--- config.mk ---
export PLATFORM = sky130hd
export DESIGN_NAME = mc16_mem_arbiter
export DESIGN_NICKNAME = d
export VERILOG_FILES = /design/src/rtl/mc16_mem_arbiter.sv
export SDC_FILE = /design/constraint.sdc
export NUM_CORES = 1
export LEC_CHECK = 0
export CAP_MARGIN = 15
export CORE_MARGIN = 2
export CORE_UTILIZATION = 40
export DETAILED_ROUTE_END_ITERATION = 6
export PLACE_DENSITY_LB_ADDON = 0.1
export SLEW_MARGIN = 20
export SYNTH_ARGS = -nofsm -noshare
export SYNTH_HDL_FRONTEND = slang
export SYNTH_SLANG_ARGS = --single-unit
--- constraint.sdc ---
create_clock -name clk -period 2.5 [get_ports clk]
set_clock_uncertainty 0.15 [all_clocks]
set_input_delay 0.25 -clock clk [delete_from_list [all_inputs] [get_ports clk]]
set_output_delay 0.25 -clock clk [all_outputs]
set_load 0.1 [all_outputs]
--- src/rtl/mc16_mem_arbiter.sv ---
`default_nettype none
// ============================================================================
// Module   : mc16_mem_arbiter
// Purpose  : Round-robin arbiter between instruction fetch and data load/store
//            for an 8-bit external memory port. Each 16-bit word is moved as
//            two byte beats, low byte first. A per-beat watchdog aborts a beat
//            that is never acknowledged.
// Revision : 1.0 - initial release
// ============================================================================
module mc16_mem_arbiter #(
    parameter int ADDR_W  = 8,
    parameter int TIMEOUT = 15
) (
    input  logic              clk,
    input  logic              rst_n,
    // instruction fetch requester
    input  logic              if_req,
    input  logic [ADDR_W-1:0] if_addr,
    output logic              if_done,
    output logic [15:0]       if_rdata,
    // data requester
    input  logic              d_req,
    input  logic              d_we,
    input  logic [ADDR_W-1:0] d_addr,
    input  logic [15:0]       d_wdata,
    output logic              d_done,
    output logic [15:0]       d_rdata,
    // completion status
    output logic              err,
    // external byte bus
    output logic              ext_req,
    output logic              ext_we,
    output logic [ADDR_W:0]   ext_addr,
    output logic [7:0]        ext_wdata,
    input  logic [7:0]        ext_rdata,
    input  logic              ext_ack,
    output logic              owner
);

    typedef enum logic [1:0] {
        IDLE = 2'd0,
        LO   = 2'd1,
        HI   = 2'd2,
        DONE = 2'd3
    } state_t;

    // Watchdog fires on the last allowed wait cycle of a beat; an ack on that
    // same cycle still wins because the ack branch is tested first.
    localparam bit         WDOG_EN   = (TIMEOUT != 0);
    localparam logic [7:0] WDOG_LAST = (TIMEOUT == 0) ? 8'd0 : 8'(TIMEOUT - 1);

    state_t              state, state_nx;
    logic                last_d, last_d_nx;      // 1 = D was granted last
    logic                lat_we, lat_we_nx;
    logic [ADDR_W-1:0]   lat_addr, lat_addr_nx;
    logic [15:0]         lat_wdata, lat_wdata_nx;
    logic [7:0]          lo_byte, lo_byte_nx;
    logic [7:0]          wdog, wdog_nx;

    logic                if_done_nx, d_done_nx, err_nx;
    logic [15:0]         if_rdata_nx, d_rdata_nx;
    logic                ext_req_nx, ext_we_nx;
    logic [ADDR_W:0]     ext_addr_nx;
    logic [7:0]          ext_wdata_nx;
    logic                owner_nx;

    logic                grant_d;
    logic                wd_expire;
    logic                fin, fin_to;
    logic [15:0]         fin_data;

    // D wins only if IF is absent or IF was the last one served.
    assign grant_d   = d_req && (!if_req || !last_d);
    assign wd_expire = WDOG_EN && (wdog == WDOG_LAST);

    // Next-state and next-output computation; every output is registered.
    always_comb begin
        state_nx     = state;
        last_d_nx    = last_d;
        lat_we_nx    = lat_we;
        lat_addr_nx  = lat_addr;
        lat_wdata_nx = lat_wdata;
        lo_byte_nx   = lo_byte;
        wdog_nx      = 8'd0;
        if_done_nx   = 1'b0;
        d_done_nx    = 1'b0;
        err_nx       = 1'b0;
        if_rdata_nx  = if_rdata;
        d_rdata_nx   = d_rdata;
        ext_req_nx   = 1'b0;
        ext_we_nx    = 1'b0;
        ext_addr_nx  = '0;
        ext_wdata_nx = 8'd0;
        owner_nx     = owner;
        fin          = 1'b0;
        fin_to       = 1'b0;
        fin_data     = 16'd0;

        case (state)
            IDLE: begin
                if (if_req || d_req) begin
                    owner_nx     = grant_d;
                    lat_addr_nx  = grant_d ? d_addr : if_addr;
                    lat_we_nx    = grant_d && d_we;
                    lat_wdata_nx = grant_d ? d_wdata : 16'd0;
                    state_nx     = LO;
                    ext_req_nx   = 1'b1;
                    ext_we_nx    = grant_d && d_we;
                    ext_addr_nx  = {(grant_d ? d_addr : if_addr), 1'b0};
                    ext_wdata_nx = grant_d ? d_wdata[7:0] : 8'd0;
                end
            end
            LO: begin
                if (ext_ack) begin
                    lo_byte_nx   = ext_rdata;
                    state_nx     = HI;
                    ext_req_nx   = 1'b1;
                    ext_we_nx    = lat_we;
                    ext_addr_nx  = {lat_addr, 1'b1};
                    ext_wdata_nx = lat_wdata[15:8];
                end else if (wd_expire) begin
                    fin    = 1'b1;
                    fin_to = 1'b1;
                end else begin
                    wdog_nx      = wdog + 8'd1;
                    ext_req_nx   = 1'b1;
                    ext_we_nx    = ext_we;
                    ext_addr_nx  = ext_addr;
                    ext_wdata_nx = ext_wdata;
                end
            end
            HI: begin
                if (ext_ack) begin
                    fin      = 1'b1;
                    fin_data = {ext_rdata, lo_byte};
                end else if (wd_expire) begin
                    fin    = 1'b1;
                    fin_to = 1'b1;
                end else begin
                    wdog_nx      = wdog + 8'd1;
                    ext_req_nx   = 1'b1;
                    ext_we_nx    = ext_we;
                    ext_addr_nx  = ext_addr;
                    ext_wdata_nx = ext_wdata;
                end
            end
            DONE: begin
                last_d_nx = owner;
                state_nx  = IDLE;
            end
            default: state_nx = IDLE;
        endcase

        // Completion: a timed-out access returns all ones with err set.
        if (fin) begin
            state_nx = DONE;
            err_nx   = fin_to;
            if (fin_to) begin
                fin_data = 16'hFFFF;
            end
            if (owner) begin
                d_done_nx  = 1'b1;
                d_rdata_nx = fin_data;
            end else begin
                if_done_nx  = 1'b1;
                if_rdata_nx = fin_data;
            end
        end
    end

    // State and output registers with asynchronous clear.
    always_ff @(posedge clk or negedge rst_n) begin
        if (!rst_n) begin
            state     <= IDLE;
            last_d    <= 1'b1;
            lat_we    <= 1'b0;
            lat_addr  <= '0;
            lat_wdata <= 16'd0;
            lo_byte   <= 8'd0;
            wdog      <= 8'd0;
            if_done   <= 1'b0;
            d_done    <= 1'b0;
            err       <= 1'b0;
            if_rdata  <= 16'd0;
            d_rdata   <= 16'd0;
            ext_req   <= 1'b0;
            ext_we    <= 1'b0;
            ext_addr  <= '0;
            ext_wdata <= 8'd0;
            owner     <= 1'b0;
        end else begin
            state     <= state_nx;
            last_d    <= last_d_nx;
            lat_we    <= lat_we_nx;
            lat_addr  <= lat_addr_nx;
            lat_wdata <= lat_wdata_nx;
            lo_byte   <= lo_byte_nx;
            wdog      <= wdog_nx;
            if_done   <= if_done_nx;
            d_done    <= d_done_nx;
            err       <= err_nx;
            if_rdata  <= if_rdata_nx;
            d_rdata   <= d_rdata_nx;
            ext_req   <= ext_req_nx;
            ext_we    <= ext_we_nx;
            ext_addr  <= ext_addr_nx;
            ext_wdata <= ext_wdata_nx;
            owner     <= owner_nx;
        end
    end

endmodule
`default_nettype wire

==> metrics.yaml <==
crit_fanout: 10
setup_tns_ns: 0
syn-instance-count: 324
yosys_warnings: 0
cts_tree: "built"
gp_congestion: 0.790
grt_pass1_vias: 3035
postSynthAreaPerCell_um2: 12.2
tightest_slew_ns: 0.593
wirelength_um: 9250
grt_max_degree: 46
initial_core_util_pct: 40.7
dpl.hpwl_um: 6500
max_freq_ghz: 0.493
coreArea_um2: 9680
synth-edff-count: 0
antennaDiodeCount: 0
drt_iter0_drc: 99
finalCritPeriodShare_pct: 81.2
ctsResizeCount: 0
r2r_cells: 7
path_clk_slew_ns: 0.09
num-nets-final: 484
grt_setup_unrepaired: "no"
antenna_found_initial: 0
track_usage_pct: 18.7
fillers: 882
cts.sinks: 91
drive_above_1_share_pct: 31.9
timing.max_cap.violations: 0
period_needed_ns: 2.03
dr.pass1.iters: 4
yosysSeqAreaShare_pct: 57.8
critPathArrivalTime_ns: 2.17
dieArea_um2: 10700
max_slew_margin_pct: 60.5
grt_overflow: 0
synth_cell_types: 45
end_kind: "register"
areaGrowthSynthToFinish_pct: 33.5
post-route-drc-count: 0
vias_per_cell: 5.29
async_flop_share_pct: 100
status: "finished clean"
htree_levels: 3
crit_chain: "inv_1 -> ha_1 -> nor2b_1 -> nor2_2 -> nor4bb_2 -> buf_4 -> o32a_1"
post_drt_wl_per_cell_um: 16.3
worstHoldPathType: "primary input to async pin"
crit_path_top_delay_cell: "dfrtp_1"
vias: 3010
grt_pass1_wl_um: 15200
startpoint_type: "register"
crit_type: "register to register"
syn_nets: 377
ys_seq_elements: 91
hold_viol: 0
numCtsBuffers: 9
detail-route-antenna-nets: 0
slowest_delay_ns: 0.44
final_max_slew_viol_count: 0
io_pins: 101
port_buffers: 100
dieHeight_um: 103
cp.required_ns: 2.64
setup_viol: 0
rows: 36
cts_root_buffer: "clkbuf_8"
mappedNetlistArea_um2: 3940
cts_buffer_depth: 2
yosys_most_used_dff: "dfrtp_1"
clk_latency_ns: 0.35
post_cts_buffers: 0
die_w_um: 103
-- cell usage in the layout, fill, tap and decap left out, types with 9 or more instances in the layout --
master	instances
a21oi_1	22
a22o_1	9
a22oi_1	17
and3_1	16
buf_4	73
clkbuf_8	10
clkdlybuf4s50_1	44
dfrtp_1	90
mux2_2	9
nand2_1	31
nor2_1	11
o32a_1	13
o32a_2	19
-- final timing paths --
kind                             startpoint           to  slack, ns
worst max-delay path               state[1]  d_rdata[14]       0.47
worst min-delay path                  rst_n   d_rdata[1]       0.29
worst max register to register     state[1]  d_rdata[14]       0.47
worst min register to register  lat_addr[7]  lat_addr[7]       0.34
max in group asynchronous             rst_n       last_d       1.25
min in group clk                lat_addr[7]  lat_addr[7]       0.34
-- sequential cells by signal (all words and copies together) (netlist names), 2 cells and up --
register and cells:
lo_byte 8, ext_addr 9, if_rdata 16, lat_wdata 8
ext_wdata 8, state 2, d_rdata 16, lat_addr 8
wdog 8
-- stage by stage --
step                      hold WS (ns)  utilization, %  instances  setup WS, ns  cell area [um^2]
after global routing             0.324            54.3        569         0.241              5260
after detailed placement         0.151            52.1        552         0.431              5040
after CTS                        0.305            54.3        569         0.462              5260
final                            0.285            54.3        569         0.471              5260
after global placement           0.146            52.1        552         0.439              5040
after floorplan                 -0.196               -        324         0.311              3940
-- layer usage --
| layer | track usage (%) | vias to the layer above | part of all wire (%) |
|---|---|---|---|
| li1 | - | 1408 | - |
| met4 | 7.49 | 0 | 1.5 |
| met1 | 24.9 | 1499 | 46 |
| met3 | 5.11 | 11 | 6.4 |
| met2 | 29.1 | 92 | 46 |
| met5 | 0 | - | 0 |
-- critical path: cells and delay by family, from the launching register on --
family / cells / cell delay [ns]
and+or+nand+nor: 3 / 0.66
AOI/OAI and AO/OA: 1 / 0.16
buffers and inverters: 2 / 0.33
adders and majority gates: 1 / 0.24
DFF: 1 / 0.44
-- area by class of cell --
type                            instances  area [um^2]  share of cell area [%]
Sequential cell                        91         2280                    43.3
Multi-Input combinational cell        204         1540                    29.2
Timing Repair Buffer                  121         1060                    20.1
Tap cell                              133          166                    3.16
Clock buffer                           10          138                    2.62
Clock inverter                          6         71.3                    1.36
Inverter                                4         15.0                   0.285
-- synth_stat cells, drive strengths merged (7+ instances only) --
master,count,area share (%)
dfrtp,90,57
o32a,32,8.7
nand2,31,3.0
a21oi,23,3.0
a22oi,17,3.2
and3,17,2.7
clkbuf,15,1.4
nor2,12,1.2
buf,10,1.7
a22o,9,2.0
mux2,9,2.6
mux2i,8,2.0
or2,8,1.3
ha,7,2.2
-- kinds of logic after synthesis --
kind of cell	Yosys count	synth area share, %
AOI/OAI and AO/OA	89	18.7
xor gates and xnor gates	6	1.33
adders and majority gates	7	2.22
buffers and inverters	29	3.49
DFF	91	57.8
muxes	17	4.60
and+or+nand+nor	85	11.8
-- repair_timing --
| item | 4_1_cts | 5_1_grt |
|---|---|---|
| hold buffers | 1 | 0 |
| hold endpoints to repair | 43 | 0 |
| setup endpoints to repair | 0 | 0 |
Power is not shown: default switching activity piles up to over one toggle a cycle in this logic, so the estimate is an artifact.
